<file path="config.mk">
export PLATFORM = sky130hd
export DESIGN_NAME = frame_buffer_writer
export DESIGN_NICKNAME = d
export VERILOG_FILES = /design/src/rtl/frame_buffer_pkg.sv /design/src/rtl/fbw_word_fifo.sv /design/src/rtl/frame_buffer_writer.sv
export SDC_FILE = /design/constraint.sdc
export NUM_CORES = 1
export LEC_CHECK = 0
export CORE_ASPECT_RATIO = 1.4
export CORE_MARGIN = 2
export CORE_UTILIZATION = 45
export CTS_BUF_LIST = sky130_fd_sc_hd__clkbuf_4 sky130_fd_sc_hd__clkbuf_8
export DETAILED_ROUTE_END_ITERATION = 7
export GPL_TIMING_DRIVEN = 0
export PLACE_DENSITY = 0.73
export SYNTH_ARGS = -nofsm -noshare
export SYNTH_HDL_FRONTEND = slang
export SYNTH_SLANG_ARGS = --single-unit
export TNS_END_PERCENT = 5
</file>
<file path="constraint.sdc">
create_clock -name clk -period 3.8 [get_ports clk]
set_input_delay 0.95 -clock clk [delete_from_list [all_inputs] [get_ports clk]]
set_output_delay 0.95 -clock clk [all_outputs]
set_load 0.01 [all_outputs]
</file>
<file path="src/rtl/frame_buffer_pkg.sv">
// Shared types and per-mode packing constants for the frame-buffer writer.
package frame_buffer_pkg;

  typedef enum logic [1:0] {
    BPP8  = 2'd0,
    BPP4  = 2'd1,
    BPP10 = 2'd2
  } bpp_mode_t;

  typedef enum logic [1:0] {
    IDLE    = 2'd0,
    CAPTURE = 2'd1,
    FLUSH   = 2'd2,
    DONE    = 2'd3
  } fbw_state_t;

  localparam int PPW_BPP8     = 4;
  localparam int PPW_BPP4     = 8;
  localparam int PPW_BPP10    = 2;
  localparam int LANE_W_BPP8  = 8;
  localparam int LANE_W_BPP4  = 4;
  localparam int LANE_W_BPP10 = 16;

  // The reserved encoding 3 behaves like 8bpp.
  function automatic bpp_mode_t decode_mode(input logic [1:0] raw);
    case (raw)
      2'd1:    return BPP4;
      2'd2:    return BPP10;
      default: return BPP8;
    endcase
  endfunction

  // Index of the lane that completes a word in the given mode.
  function automatic logic [2:0] last_index(input bpp_mode_t m);
    case (m)
      BPP4:    return 3'(PPW_BPP4 - 1);
      BPP10:   return 3'(PPW_BPP10 - 1);
      default: return 3'(PPW_BPP8 - 1);
    endcase
  endfunction

  // Pixel masked to its mode width and shifted into lane idx.
  function automatic logic [31:0] lane_word(input bpp_mode_t m,
                                            input logic [9:0] pix,
                                            input logic [2:0] idx);
    logic [31:0] ext;
    int          shift;
    case (m)
      BPP4: begin
        ext   = {28'd0, pix[3:0]};
        shift = int'(idx) * LANE_W_BPP4;
      end
      BPP10: begin
        ext   = {22'd0, pix};
        shift = int'(idx) * LANE_W_BPP10;
      end
      default: begin
        ext   = {24'd0, pix[7:0]};
        shift = int'(idx) * LANE_W_BPP8;
      end
    endcase
    return ext << shift;
  endfunction

endpackage

</file>
<file path="src/rtl/fbw_word_fifo.sv">
// Small show-ahead synchronous FIFO of 32-bit words between the pixel packer
// and the RAM port. A push while full is accepted only if a pop frees a slot
// in the same cycle.
module fbw_word_fifo #(
  parameter int DEPTH = 4
) (
  input  logic        clk,
  input  logic        reset_n,
  input  logic        push,
  input  logic        pop,
  input  logic [31:0] wdata,
  output logic [31:0] rdata,
  output logic        full,
  output logic        empty
);

  localparam int PW = (DEPTH > 1) ? $clog2(DEPTH) : 1;

  logic [31:0]   mem [DEPTH];
  logic [PW-1:0] wr_ptr;
  logic [PW-1:0] rd_ptr;
  logic [PW:0]   count;
  logic          push_ok;
  logic          pop_ok;

  assign full    = (count == (PW+1)'(DEPTH));
  assign empty   = (count == '0);
  assign push_ok = push & (~full | pop);
  assign pop_ok  = pop & ~empty;
  assign rdata   = mem[rd_ptr];

  // Pointer and occupancy bookkeeping.
  always_ff @(posedge clk) begin
    if (!reset_n) begin
      wr_ptr <= '0;
      rd_ptr <= '0;
      count  <= '0;
    end else begin
      if (push_ok) wr_ptr <= wr_ptr + 1'b1;
      if (pop_ok)  rd_ptr <= rd_ptr + 1'b1;
      case ({push_ok, pop_ok})
        2'b10:   count <= count + 1'b1;
        2'b01:   count <= count - 1'b1;
        default: count <= count;
      endcase
    end
  end

  // Storage array; contents are don't-care while the slot is empty.
  always_ff @(posedge clk) begin
    if (push_ok) mem[wr_ptr] <= wdata;
  end

endmodule

</file>
<file path="src/rtl/frame_buffer_writer.sv">
// Packs the demosaiced pixel stream into 32-bit words and writes them
// sequentially into the frame-buffer RAM through a small FIFO.
// Optional feature: define FRAME_CHECKSUM_EN to add a 16-bit frame checksum.
module frame_buffer_writer
  import frame_buffer_pkg::*;
#(
  parameter int ADDR_W     = 14,
  parameter int MAX_WORDS  = 16384,
  parameter int FIFO_DEPTH = 4
) (
  input  logic              clk,
  input  logic              reset_n,
  input  logic              capture_en,
  input  logic [1:0]        bpp_mode,
  input  logic [9:0]        pixel_data,
  input  logic              pixel_valid,
  input  logic              fv_in,
  input  logic              ram_ready,
  output logic              ram_we,
  output logic [ADDR_W-1:0] ram_addr,
  output logic [31:0]       ram_wdata,
  output logic              busy,
  output logic              frame_done,
  output logic [ADDR_W:0]   word_count,
  output logic              overflow
`ifdef FRAME_CHECKSUM_EN
  ,
  output logic [15:0]       checksum
`endif
);

  localparam logic [ADDR_W:0]   MAX_CNT   = (ADDR_W+1)'(MAX_WORDS);
  localparam logic [ADDR_W-1:0] ADDR_LAST = ADDR_W'(MAX_WORDS - 1);

  fbw_state_t        state;
  fbw_state_t        state_next;
  bpp_mode_t         mode;
  logic              fv_d;
  logic              fv_rise;
  logic              fv_fall;
  logic [31:0]       pack;
  logic [31:0]       pack_next;
  logic [31:0]       merged;
  logic [2:0]        index;
  logic [2:0]        index_next;
  logic              start_frame;
  logic              push_req;
  logic [31:0]       push_word;
  logic              load_count;
  logic              fifo_full;
  logic              fifo_empty;
  logic              fifo_push;
  logic              fifo_pop;
  logic [31:0]       fifo_rdata;
  logic [ADDR_W:0]   wcount;
  logic              cap_reached;
  logic              write_fire;
  logic              drop_push;
  logic              discard;

  assign fv_rise     = fv_in & ~fv_d;
  assign fv_fall     = ~fv_in & fv_d;
  assign cap_reached = (wcount == MAX_CNT);
  assign ram_we      = ~fifo_empty & ~cap_reached;
  assign ram_wdata   = fifo_empty ? 32'd0 : fifo_rdata;
  assign write_fire  = ram_we & ram_ready;
  assign fifo_pop    = ~fifo_empty & (ram_ready | cap_reached);
  assign discard     = ~fifo_empty & cap_reached;
  assign fifo_push   = push_req & (~fifo_full | fifo_pop);
  assign drop_push   = push_req & fifo_full & ~fifo_pop;
  assign busy        = (state != IDLE);
  assign frame_done  = (state == DONE);

  fbw_word_fifo #(
    .DEPTH (FIFO_DEPTH)
  ) u_fifo (
    .clk     (clk),
    .reset_n (reset_n),
    .push    (fifo_push),
    .pop     (fifo_pop),
    .wdata   (push_word),
    .rdata   (fifo_rdata),
    .full    (fifo_full),
    .empty   (fifo_empty)
  );

  // State register.
  always_ff @(posedge clk) begin
    if (!reset_n) state <= IDLE;
    else          state <= state_next;
  end

  // Next-state logic plus packer control: lane merge, word push and flush.
  always_comb begin
    state_next  = state;
    start_frame = 1'b0;
    push_req    = 1'b0;
    push_word   = 32'd0;
    load_count  = 1'b0;
    pack_next   = pack;
    index_next  = index;
    merged      = pack | lane_word(mode, pixel_data, index);
    case (state)
      IDLE: begin
        if (fv_rise && capture_en) begin
          state_next  = CAPTURE;
          start_frame = 1'b1;
          pack_next   = 32'd0;
          index_next  = 3'd0;
        end
      end
      CAPTURE: begin
        if (fv_fall) begin
          state_next = FLUSH;
          if (index != 3'd0) begin
            push_req  = 1'b1;
            push_word = pack;
          end
          pack_next  = 32'd0;
          index_next = 3'd0;
        end else if (pixel_valid && fv_in) begin
          if (index == last_index(mode)) begin
            push_req   = 1'b1;
            push_word  = merged;
            pack_next  = 32'd0;
            index_next = 3'd0;
          end else begin
            pack_next  = merged;
            index_next = index + 3'd1;
          end
        end
      end
      FLUSH: begin
        if (fifo_empty) begin
          state_next = DONE;
          load_count = 1'b1;
        end
      end
      DONE: begin
        state_next = IDLE;
      end
      default: state_next = IDLE;
    endcase
  end

  // Datapath: edge detect, pack register, address/count and overflow flag.
  always_ff @(posedge clk) begin
    if (!reset_n) begin
      fv_d       <= 1'b0;
      pack       <= 32'd0;
      index      <= 3'd0;
      mode       <= BPP8;
      ram_addr   <= '0;
      wcount     <= '0;
      word_count <= '0;
      overflow   <= 1'b0;
    end else begin
      fv_d  <= fv_in;
      pack  <= pack_next;
      index <= index_next;
      if (start_frame) begin
        mode     <= decode_mode(bpp_mode);
        ram_addr <= '0;
        wcount   <= '0;
        overflow <= 1'b0;
      end else begin
        if (write_fire) begin
          wcount <= wcount + 1'b1;
          if (ram_addr != ADDR_LAST) ram_addr <= ram_addr + 1'b1;
        end
        if (drop_push || discard) overflow <= 1'b1;
      end
      if (load_count) word_count <= wcount;
    end
  end

`ifdef FRAME_CHECKSUM_EN
  // Running 16-bit sum of both halves of every word that reaches the RAM.
  always_ff @(posedge clk) begin
    if (!reset_n) begin
      checksum <= 16'd0;
    end else if (start_frame) begin
      checksum <= 16'd0;
    end else if (write_fire) begin
      checksum <= checksum + ram_wdata[31:16] + ram_wdata[15:0];
    end
  end
`endif

endmodule

</file>
# [Yosys cells after proc, flatten, opt, wreduce, memory -nomap -nowiden]
# Memories as Yosys holds them, arrays and structs flattened. A register that Yosys moved wholly into a read port is not among the register bits.
# Cells that the tools add are included.
[word_totals] memories=1 out_inout_bits=65 inputBits=18 ramBits=128 wordCells=113 ff_bits=92 latchBits=0 mem_bits_ro=0
[classes] magnitude_cmp=0 n_bitwise=21 n_mux=41 addsub=7 div=0 n_shift=1 n_eq_ne=17 multipliers=0 reduce_logical=13
[memory_table] name="u_fifo.mem" depth=4 width=32 read_ports=1 rd_ports_with_merged_regs=1 wr=1 line_no="fbw_word_fifo.sv:19" text="logic [31:0] mem [DEPTH];"
[op_table] operator="2-to-1 mux 32 bit" n=10
[op_table] operator="case mux 32 bit (2 select lines)" n=1
[op_table] operator="OR 32 bit" n=1
[op_table] operator="left shift 32 x 32 -> 32 bit" n=1
[op_table] operator="2-to-1 mux 3 bit" n=7
[op_table] operator="case mux 10 bit (2 select lines)" n=1
[op_table] operator="case mux 3 bit (2 select lines)" n=3
[op_table] operator="adder 15 x 1 -> 15 bit, second input constant" n=1
[op_table] operator="== test 15 bit, second input constant" n=1
[op_table] operator="adder 14 x 1 -> 14 bit, second input constant" n=1
[op_table] operator="inequality test 14 bit, second input constant" n=1
[op_table] operator="case mux 7 bit (2 select lines)" n=1
[op_table] operator="AND 1 bit" n=11
[op_table] operator="2-to-1 mux 1 bit" n=11
[op_table] operator="== test 2 bit, second input constant" n=5
[op_table] operator="2-to-1 mux 2 bit" n=5
[op_table] operator="== test 2 x 1 -> 1 bit, second input constant" n=4
[op_table] operator="case mux 2 bit (4 select lines)" n=1
[op_table] operator="inverter 1 bit" n=7
[op_table] operator="adder 3 x 1 -> 3 bit, second input constant" n=2
[op_table] operator="inequality test 2 bit, second input constant" n=3
[op_table] operator="AND reduction 3 bit" n=2
[op_table] operator="nonzero test 2 bit" n=3
[op_table] operator="adder 2 x 1 -> 2 bit, second input constant" n=2
[op_table] operator="13 further kinds" n=15

# [Depth between registers and ports, before layout]
# Gate-level depths: netlist of run 1.
[depth] depth_word=14 ltp_mapped=13 mapped_depth_nobuf=13

# [Cells and area by module]
# From an unflattened synthesis of run 1, not the netlist that was laid out.
[hier_totals] cells_unflattened=856 hier_area_um2=9960.8
[by_module_without_submodules] module="fbw_word_fifo" cells_each=221 n_inst=1 area_per_inst_um2=5107.4 seq_area_each_um2=4023.9
[by_module_without_submodules] module="frame_buffer_writer" cells_each=635 n_inst=1 area_per_inst_um2=4853.4 seq_area_each_um2=1701.6

# [Worst setup path before layout of run 1]
# No wires, ideal clock.
[synth_path] path_kind="input port to flip-flop" startpoint="in fv_in" endpoint="mem u_fifo.mem[0][0], enable pin" path_buffers=1 arrival_ns=2.603 required_ns=3.408 path_slack_ns=0.805 setup_time_ns=0.392 cell_stages=5 cell_sequence="nand2b_1 -> clkbuf_1 -> o32ai_1 -> o311a_1 -> and2_1"
[synth_via] elab_chain_cells=8 word_cells_on_any_way=10 classes_between="5 x mux; 4 x bitwise; 1 x reduce/logical"
[synth_lines] element="from (decl)" line_no="frame_buffer_writer.sv:17" text="input logic fv_in,"
[synth_lines] element="logical AND 1 bit / inverter 1 bit (equally long branches)" line_no="frame_buffer_writer.sv:121, frame_buffer_writer.sv:62"
[synth_lines] element="2-to-1 mux 1 bit / AND 1 bit (equally long branches)" line_no="frame_buffer_writer.sv:121, frame_buffer_writer.sv:62"
[synth_lines] element="2-to-1 mux 1 bit (*)" line_no="frame_buffer_writer.sv:113" text="if (fv_fall) begin"
[synth_lines] element="2-to-1 mux 1 bit (*)" line_no="frame_buffer_writer.sv:103" text="case (state)"
[synth_lines] element="AND 1 bit (*)" line_no="frame_buffer_writer.sv:69" text="assign fifo_push = push_req & (~fifo_full | fifo_pop);"
[synth_lines] element="AND 1 bit (*)" line_no="fbw_word_fifo.sv:28" text="assign push_ok = push & (~full | pop);"
[synth_lines] element="2-to-1 mux 1 bit (*)" line_no="fbw_word_fifo.sv:51" text="if (push_ok) mem[wr_ptr] <= wdata;"
[synth_lines] element="2-to-1 mux 1 bit (not written as such) (*)" line_no="fbw_word_fifo.sv:51"
[synth_lines] element="to (decl)" line_no="fbw_word_fifo.sv:19"
# Every way passes the cells marked *; elsewhere a longest branch is shown, timed or not.

==> impl_metrics.tcl, run 1 <==
set metrics [dict create \
    status "completed" \
    dpl.cell_count 1142 \
    synth_top_family_by_area "simple AND/OR/NAND/NOR gates" \
    maxCapViolCount 0 \
    cts_sinks 222 \
    syn_avg_cell_area_um2 12.1 \
    dieArea_um2 22700 \
    die_height_um 177 \
    path_cells "clkbuf_1 -> mux4_2 -> and2_1 -> clkdlybuf4s50_1" \
    core_region_area_um2 21100 \
    dieWidth_um 128 \
    rsz0062_at_grt "false" \
    overflow 0 \
    synth_xor_xnor_area_share_pct 2.18 \
    grt_use_total_pct 19.1 \
    p_seq_share_pct 51.2 \
    final_layout_size_suffix_gt1_share_pct 11.7 \
    grt_pass1_vias 6484 \
    grt_pass1_wl_um 34200 \
    cts_buffers 31 \
    synth_cell_types 67 \
    firstDrtPassIters 5 \
    drt-total-wl_um 21200 \
    synth_compound_area_share_pct 10.4 \
    cts_setup_buffers 0 \
    period_needed_ns 3.63 \
    cp.arrival_ns 2.68 \
    avgRoutedWirePerCell_um 17.7 \
    ys_top_cells_by_area "edfxtp_1 40%, dfxtp_1 19%, mux4_2 7.5%, nor2_1 3.6%, a21oi_1 3.2%" \
    drc_errors 0 \
    skew_ns 0.0207 \
    r2r-start "mode[1]$_SDFFE_PN0P_" \
    ys_ff_latch 222 \
    drt-initial-drc-count 340 \
    syn_inst 801 \
    clkPwrFrac_pct 41.2 \
    synth_fp_nets 838 \
    synth_edf_count 128 \
    cts.path.max_buffers 3 \
    worstPathRequired_ns 2.85 \
    powerDensity_nw_per_um2 433 \
    p_leak_uw 0.00409 \
    worst_slack_ns 0.172 \
    synth_simple_gate_area_share_pct 15.0 \
    synthToLayoutAreaGrowth_pct 19.1 \
    final_cells 1198 \
    cts_tree "yes" \
    reg2reg_to "u_fifo.mem[1][26]$_DFFE_PP_" \
    yosysSeqAreaShare_pct 59.3 \
    r2r_cells 7 \
    p_switching_uw 1150 \
    port_buffers 81 \
    dp_hpwl_um 14800 \
    holdCritPathClass "reg2reg" \
    num_vias 6533 \
    row_count 63 \
    clock.fmax_mhz 276 \
    final_nets 951 \
    yosys.area.top_type_share_pct 39.8 \
    synth_flop_cell "edfxtp_1" \
    ir_worst_vdd_mv 0.297 \
    vias_per_cell 5.45 \
    antenna_found_initial 0 \
    cp_slowest_cell "dfxtp_1" \
    synth_area_leader_cell "edfxtp_1" \
    grt_max_degree 33 \
    setup_viol 0 \
    worstMarginPinSlew_ns 0.960 \
    endpoint_kind "output pin" \
    ys_top_cells_by_count "128 x edfxtp_1, 94 x dfxtp_1, 93 x nor2_1" \
    crit_fanout 10 \
    holdWs_ns 0.463 \
    critPathKind "reg2out" \
    start_util_pct 45.7 \
    synthAdderAreaFrac_pct 2.54 \
    synth_area_um2 9650 \
    slew-limit-headroom_pct 35.7 \
    cp-start-kind "flop" \
    synth.area.mux_share_pct 8.09 \
    synthArstFlopShare_pct 0 \
    place_congestion 0.903 \
    cts_max_level 1 \
    rrSetupSlack_ns 0.46 \
    pin_count 83 \
    post-route-period-util_pct 95.5 \
    pre_cts_ws_ns -0.128 \
    fillers 1812 \
    dpl_cell_area_um2 10800 \
    cts_root_buf "clkbuf_8" \
    clock_latency_ns 0.57 \
    yosysMostFrequentCell "edfxtp_1" \
    finalPower_uw 4980 \
    drv_slew 0 \
    ant_nets 0 \
    critPathMaxStageDelay_ns 0.54 \
    n_antenna_cell 0 \
    critPathCapture "ram_wdata[16]" \
    p_int_uw 3840 \
    fin_area_um2 11500 \
    yosysWarnings 0 \
    hold_viol 0 \
    path_clk_slew_ns 0.07 \
    p_comb_share_pct 7.6 \
    sw_frac_of_total_pct 23.0 \
]
layer usage:
layer  global-route usage (%)  wire, um  vias to the layer above
met5                        0         0                        -
met4                     5.27       441                        0
met3                     3.04      1060                       34
met2                     35.1     11200                      164
li1                         -         -                     3181
met1                     23.1      8530                     3154
cell usage in the layout, fill, tap and decap left out, types with 6 or more instances in the layout:
cell and n:
a21boi_0 16, a21oi_1 62, a31oi_1 8, and2_1 40, and3_1 8, buf_2 9, clkbuf_1 24, clkbuf_4 8
clkbuf_8 34, clkdlybuf4s50_1 81, clkinv_2 6, dfxtp_1 94, edfxtp_1 128, ha_1 18, inv_1 22, mux2i_1 6
mux4_2 32, nand2_1 54, nand3_1 14, nand4_1 11, nor2_1 93, nor2b_1 11, nor3_1 12, o21ai_0 12
or3_1 7, xnor2_1 12, xor2_1 12
timing repair:
action | 4_1_cts | 5_1_grt
endpoints found under the setup margin | 30 | 17
hold buffers | 0 | 0
gates resized for setup | 3 | 3
endpoints found under the hold margin | 0 | 0
area by class of cell:
cell class | count | area (um^2) | share of cell area, %
plain buffers | 38 | 168 | 1.46
flip-flops and latches | 222 | 5730 | 49.8
clock buffers | 42 | 528 | 4.59
well taps | 260 | 325 | 2.83
multi-input cells | 518 | 3690 | 32.1
inverters | 22 | 82.6 | 0.718
repair buffers | 81 | 811 | 7.05
clock inverters | 15 | 169 | 1.47
power groups by stage:
stage | clock, uW | combinational (uW) | sequential [uW]
6_report | 2050 | 380 | 2550
3_5_place_dp | 0 | 377 | 2600
4_1_cts | 2090 | 381 | 2550
5_1_grt | 2200 | 423 | 2550
2_1_floorplan | 0 | 252 | 2600
3_3_place_gp | 0 | 376 | 2600
worst min-delay path by stage:
| stage | cells past startpoint | end | start |
|---|---|---|---|
| after detailed placement | 2 | pack[10]$_SDFFE_PN0P_ | pack[10]$_SDFFE_PN0P_ |
| after global routing | 2 | word_count[9]$_SDFFE_PN0P_ | word_count[9]$_SDFFE_PN0P_ |
| after global placement | 2 | pack[11]$_SDFFE_PN0P_ | pack[11]$_SDFFE_PN0P_ |
| after floorplan | 2 | pack[14]$_SDFFE_PN0P_ | pack[14]$_SDFFE_PN0P_ |
| after CTS | 2 | word_count[10]$_SDFFE_PN0P_ | word_count[10]$_SDFFE_PN0P_ |
| final | 2 | word_count[10]$_SDFFE_PN0P_ | word_count[10]$_SDFFE_PN0P_ |
critical path: cells and delay by family, from the launching register on:
kind | cells | cell delay [ns]
simple gates | 1 | 0.19
mux | 1 | 0.39
flops | 1 | 0.54
buf+inv | 2 | 1.00
registers in the layout (all words and copies together), names as in the netlist, named ones only:
register and count:
word_count 15, state 2, u_fifo.count 3, mode 2, ram_addr 14, wcount 15, fv_d 1, index 3
u_fifo.mem 128, u_fifo.wr_ptr 2, pack 32, u_fifo.rd_ptr 2, overflow 1
logic make-up after synthesis:
logic type | count (synthesis)
DFF | 222
AOI/OAI and AO/OA | 151
adders and majority gates | 19
muxes | 38
xor gates and xnor gates | 24
buffers and inverters | 61
and+or+nand+nor | 286
stage by stage:
stage | TNS, ns | utilization, %
floorplan | 0 | -
global placement | -75.53 | 51.1
detailed placement | -6.58 | 51.1
CTS | -0.00656 | 54.4
global route | 0 | 54.4
finish | 0 | 54.4
Note: power is estimated with default switching activity, not from simulation.
==> run 2: changes to the inputs <==
--- a/config.mk
+++ b/config.mk
@@ -6,7 +6,7 @@
 export NUM_CORES = 1
 export LEC_CHECK = 0
 export CORE_ASPECT_RATIO = 1.4
-export CORE_MARGIN = 2
+export CORE_MARGIN = 5
 export CORE_UTILIZATION = 45
 export CTS_BUF_LIST = sky130_fd_sc_hd__clkbuf_4 sky130_fd_sc_hd__clkbuf_8
 export DETAILED_ROUTE_END_ITERATION = 7
==> run 2 against run 1 <==
Compared with the run above: count of clock-buffer cells in the layout grew 4; sequential share of layout area fell by 0.14 points; combinational power about the same; critical path type unchanged; cell count increased by 0.58%; largest cell class unchanged; clock power increased by 2%; routed wire length fell by 0.19%; core utilization grew 0.15 points.
==> impl_metrics.tcl, run 2 (synthesis results as in run 1) <==
set metrics [dict create \
    critPathKind "reg2out" \
    final_cells 1205 \
    dieWidth_um 134 \
    final_nets 955 \
    multiInputGateArea_um2 3690 \
    status "completed" \
    crit_fanout 10 \
    largest-register "u_fifo.mem" \
    avgRoutedWirePerCell_um 17.6 \
    firstDrtPassIters 5 \
    final_layout_size_suffix_gt1_share_pct 12.3 \
    overflow 0 \
    cts.path.max_buffers 3 \
    post-route-period-util_pct 96.2 \
    worstMarginPinSlew_ns 0.906 \
    dieArea_um2 24500 \
    row_count 63 \
    antenna_found_initial 0 \
    pin_count 83 \
    drc_errors 0 \
    synthToLayoutAreaGrowth_pct 19.4 \
    ir_worst_vdd_mv 0.256 \
    clock.fmax_mhz 273 \
    ant_nets 0 \
    largest_registers "u_fifo.mem x128, pack x32" \
    place_congestion 0.948 \
    skew_ns 0.0168 \
    ctsHoldBuffers 0 \
    path_clk_slew_ns 0.06 \
    cp-start-kind "flop" \
    cts_buffers 35 \
    largest_reg_flops 128 \
    cts_max_level 2 \
    cts_sinks 222 \
    rsz0062_at_grt "false" \
    powerDensity_nw_per_um2 435 \
    start_util_pct 45.7 \
    cp.arrival_ns 2.71 \
    dpl.cell_count 1142 \
    maxCapViolCount 0 \
    setup_viol 0 \
    grt_use_total_pct 17.5 \
    cts_root_buf "clkbuf_8" \
    cts_tree "yes" \
    finalPower_uw 5020 \
    n_antenna_cell 0 \
    port_buffers 81 \
    hold_viol 0 \
    endpoint_kind "output pin" \
    mostFrequentLayoutCell "edfxtp_1" \
    most-common-layout-cells "128 x edfxtp_1, 94 x dfxtp_1, 93 x nor2_1" \
    drv_slew 0 \
    vias_per_cell 5.48 \
    grt_max_degree 33 \
    grt_pass1_vias 6646 \
    holdWs_ns 0.467 \
    cts_setup_buffers 0 \
    drt-initial-drc-count 379 \
    fillers 1809 \
    slew-limit-headroom_pct 39.6 \
    core_region_area_um2 21100 \
    ff_latch_area_um2 5730 \
    clock_latency_ns 0.52 \
    holdCritPathClass "reg2reg" \
    p_leak_uw 0.00410 \
    dp_hpwl_um 14800 \
    num_vias 6606 \
    die_height_um 183 \
    drt-total-wl_um 21200 \
    period_needed_ns 3.66 \
    worstPathRequired_ns 2.85 \
    grt_pass1_wl_um 34400 \
]
## run 2: cell count changes in the layout (fill, tap and decap cells not counted)
| cell | previous run | this run |
|---|---|---|
| clkinvlp_4 | 0 | 2 |
| clkinv_1 | 5 | 4 |
| clkbuf_2 | 2 | 0 |
| inv_6 | 0 | 2 |
| clkbuf_8 | 34 | 38 |
| buf_1 | 0 | 1 |
| bufinv_16 | 4 | 2 |
| clkbuf_1 | 24 | 25 |
| clkinv_2 | 6 | 8 |
## run 2: what timing repair did
| action | in CTS | in global routing |
|---|---|---|
| gates resized for setup | 3 | 0 |
| pin swaps | 0 | 0 |
| setup endpoints to repair | 22 | 14 |
## run 2: metal layers
| layer | vias to the layer above | routed length (um) | global-route usage (%) |
|---|---|---|---|
| li1 | 3200 | - | - |
| met1 | 3178 | 8410 | 20.7 |
| met2 | 177 | 11100 | 31.3 |
| met3 | 51 | 1010 | 3.81 |
| met4 | 0 | 677 | 6.26 |
| met5 | - | 0 | 0 |
## run 2: final cells by class
type	count	area share, %
flip-flops and latches	222	49.7
multi-input cells	518	32.0
repair buffers	81	7.03
clock buffers	46	5.06
well taps	260	2.82
plain buffers	38	1.43
clock inverters	18	1.28
inverters	22	0.716
## run 2: report_power, final
part	leakage [uW]	total [uW]	switching, uW	internal (uW)
clock network	0.000385	2090	934	1150
logic	0.00157	378	252	127
registers	0.00215	2550	16.0	2540
total	0.00410	5020	1200	3820
## run 2: worst max-delay path: stages, from the launching register on
cell and delay, ns:
dfxtp_1 0.54, clkbuf_1 0.55, mux4_2 0.42, and2_1 0.18
clkdlybuf4s50_1 0.49
## run 2: final timing paths
check,depth (start not counted),endpoint,start,slack (ns)
worst max register to register,7,u_fifo.mem[0][7]$_DFFE_PP_,mode[1]$_SDFFE_PN0P_,0.52
worst min-delay path,1,pack[31]$_SDFFE_PN0P_,pack[31]$_SDFFE_PN0P_,0.47
worst min register to register,1,pack[31]$_SDFFE_PN0P_,pack[31]$_SDFFE_PN0P_,0.47
worst max-delay path,4,ram_wdata[15],flop,0.14
## run 2: through the flow
stage | TNS (ns) | cell area (um^2) | util [%] | setup slack (ns)
after CTS | 0 | 11500 | 54.6 | 0.0371
after global routing | 0 | 11500 | 54.6 | 0.0203
final | 0 | 11500 | 54.6 | 0.143
after global placement | -76.68 | 10800 | 51.1 | -0.653
after detailed placement | -4.46 | 10800 | 51.1 | -0.108
after floorplan | 0 | 9650 | - | 0.805
==> run 3: changes to the inputs <==
--- a/config.mk
+++ b/config.mk
@@ -12,6 +12,7 @@
 export DETAILED_ROUTE_END_ITERATION = 7
 export GPL_TIMING_DRIVEN = 0
 export PLACE_DENSITY = 0.73
+export SETUP_SLACK_MARGIN = 0.15
 export SYNTH_ARGS = -nofsm -noshare
 export SYNTH_HDL_FRONTEND = slang
 export SYNTH_SLANG_ARGS = --single-unit
==> constraint.sdc (replaced) <==
create_clock -name clk -period 4.48 [get_ports clk]
set_input_delay 1.12 -clock clk [delete_from_list [all_inputs] [get_ports clk]]
set_output_delay 1.12 -clock clk [all_outputs]
set_load 0.01 [all_outputs]
==> run 3 against run 2 <==
Compared with the run above: register-to-register slack better by 0.67 ns; sequential share of layout area about the same; worst setup slack better by 0.40 ns; design area about the same; count of clock-buffer cells in the layout unchanged; critical endpoint unchanged; clock skew down 0.0065 ns; flip-flop and latch count unchanged; via count up 0.15%; cell count about the same; core utilization about the same.
==> impl_metrics.tcl, run 3 (synthesis results as in run 1) <==
set metrics [dict create \
    cp_slowest_cell "mux4_2" \
    slew-limit-headroom_pct 39.3 \
    cp-start-kind "flop" \
    dieWidth_um 134 \
    drt-initial-drc-count 352 \
    pin_count 83 \
    post-route-util_pct 54.6 \
    hold_viol 0 \
    worstMarginPinSlew_ns 0.910 \
    cts_tree "yes" \
    fillers 1812 \
    cts_buffers 35 \
    endpoint_kind "output pin" \
    port_buffers 81 \
    cts_root_buf "clkbuf_8" \
    die_height_um 183 \
    grt_max_degree 33 \
    num_vias 6616 \
    critPathTopFamily "buffers and inverters" \
    pre_cts_ws_ns 0.402 \
    row_count 63 \
    n_antenna_cell 0 \
    vias_per_cell 5.49 \
    dpl_cell_area_um2 10800 \
    largest_reg_flops 128 \
    status "completed" \
    drv_slew 0 \
    ir_worst_vdd_mv 0.218 \
    largest_registers "u_fifo.mem x128, pack x32" \
    path_clk_slew_ns 0.06 \
    cts_resized 0 \
    grt_pass1_vias 6646 \
    period_needed_ns 3.93 \
    fin_area_um2 11500 \
    final_layout_size_suffix_gt1_share_pct 12.3 \
    grt_util_met2_pct 31.3 \
    cts_setup_buffers 0 \
    core_region_area_um2 21100 \
    top_usage_layer "met2" \
    critPathMaxStageDelay_ns 0.57 \
    p_leak_uw 0.00410 \
    worstPathRequired_ns 3.36 \
    setup-tns-final_ns 0 \
    crit_fanout 10 \
    ant_nets 0 \
    largest-register "u_fifo.mem" \
    antenna_found_initial 0 \
    rsz0062_at_grt "false" \
    dieArea_um2 24500 \
    setup_viol 0 \
    overflow 0 \
    cts_max_level 2 \
    ff_latch_area_um2 5730 \
    grt_util_met1_pct 20.7 \
    grt_use_met3_pct 3.81 \
    post-route-period-util_pct 87.8 \
    grt_use_total_pct 17.5 \
    worst_slack_ns 0.547 \
    clock_latency_ns 0.52 \
    place_congestion 0.948 \
    cts.path.max_buffers 3 \
    mostFrequentLayoutCell "edfxtp_1" \
    path_buf_inv 3 \
    drt-total-wl_um 21100 \
    path_cells "clkbuf_1 -> buf_2 -> mux4_2 -> and2_1 -> clkdlybuf4s50_1" \
    most-common-layout-cells "128 x edfxtp_1, 94 x dfxtp_1, 93 x nor2_1" \
    multiInputGateArea_um2 3690 \
    critPathKind "reg2out" \
    skew_ns 0.0103 \
    holdCritPathClass "reg2reg" \
    clock.fmax_mhz 254 \
    cts_sinks 222 \
    avgRoutedWirePerCell_um 17.5 \
    firstDrtPassIters 5 \
    maxCapViolCount 0 \
    final_nets 956 \
    synthToLayoutAreaGrowth_pct 19.4 \
    finalPower_uw 4260 \
    powerDensity_nw_per_um2 370 \
    drc_errors 0 \
    cp.arrival_ns 2.81 \
    grt_pass1_wl_um 34400 \
    start_util_pct 45.7 \
    ctsHoldBuffers 0 \
    dp_hpwl_um 14800 \
]
==> run 3: cell types whose count changed in the layout (fill, tap and decap cells not counted), sizes merged <==
cell	change
clkbuf	+1
==> run 3: final cells by class <==
| class | instances | share of cell area (%) |
|---|---|---|
| Sequential cell | 222 | 49.7 |
| Multi-Input combinational cell | 518 | 32.0 |
| Timing Repair Buffer | 81 | 7.03 |
| Clock buffer | 46 | 5.06 |
| Tap cell | 260 | 2.82 |
| Buffer | 39 | 1.40 |
| Clock inverter | 18 | 1.28 |
| Inverter | 22 | 0.716 |
==> run 3: metrics by stage <==
| step | hold slack, ns | cells |
|---|---|---|
| global placement | 0.447 | 1142 |
| detailed placement | 0.454 | 1142 |
| global route | 0.490 | 1206 |
| finish | 0.467 | 1206 |
| CTS | 0.469 | 1206 |
| floorplan | 0.437 | 801 |
==> run 3: final timing paths <==
kind / from / endpoint / depth (start not counted) / slack, ns
setup / recovery: flop / ram_wdata[15] / 5 / 0.55
hold reg to reg: pack[31]$_SDFFE_PN0P_ / pack[31]$_SDFFE_PN0P_ / 1 / 0.47
setup reg to reg: mode[1]$_SDFFE_PN0P_ / u_fifo.mem[0][24]$_DFFE_PP_ / 7 / 1.19
hold / removal: pack[31]$_SDFFE_PN0P_ / pack[31]$_SDFFE_PN0P_ / 1 / 0.47
==> run 3: per-layer routing <==
layer  wire, um  vias up
met4        663        0
met5          0        -
li1           -     3204
met1       8340     3188
met2      11000      178
met3       1110       46
==> run 3: worst register-to-register path: cells and delay by family, from the launching register on <==
| kind | cells | cell delay, ns |
|---|---|---|
| and+or+nand+nor | 2 | 0.98 |
| AOI/OAI and AO/OA | 2 | 0.95 |
| adders and majority gates | 2 | 0.54 |
| DFF | 1 | 0.37 |
| buffers and inverters | 1 | 0.06 |
==> run 3: power by group <==
part	leakage (uW)	switching, uW	internal, uW
clock	0.000385	796	980
sequential	0.00215	13.4	2150
combinational	0.00157	213	107
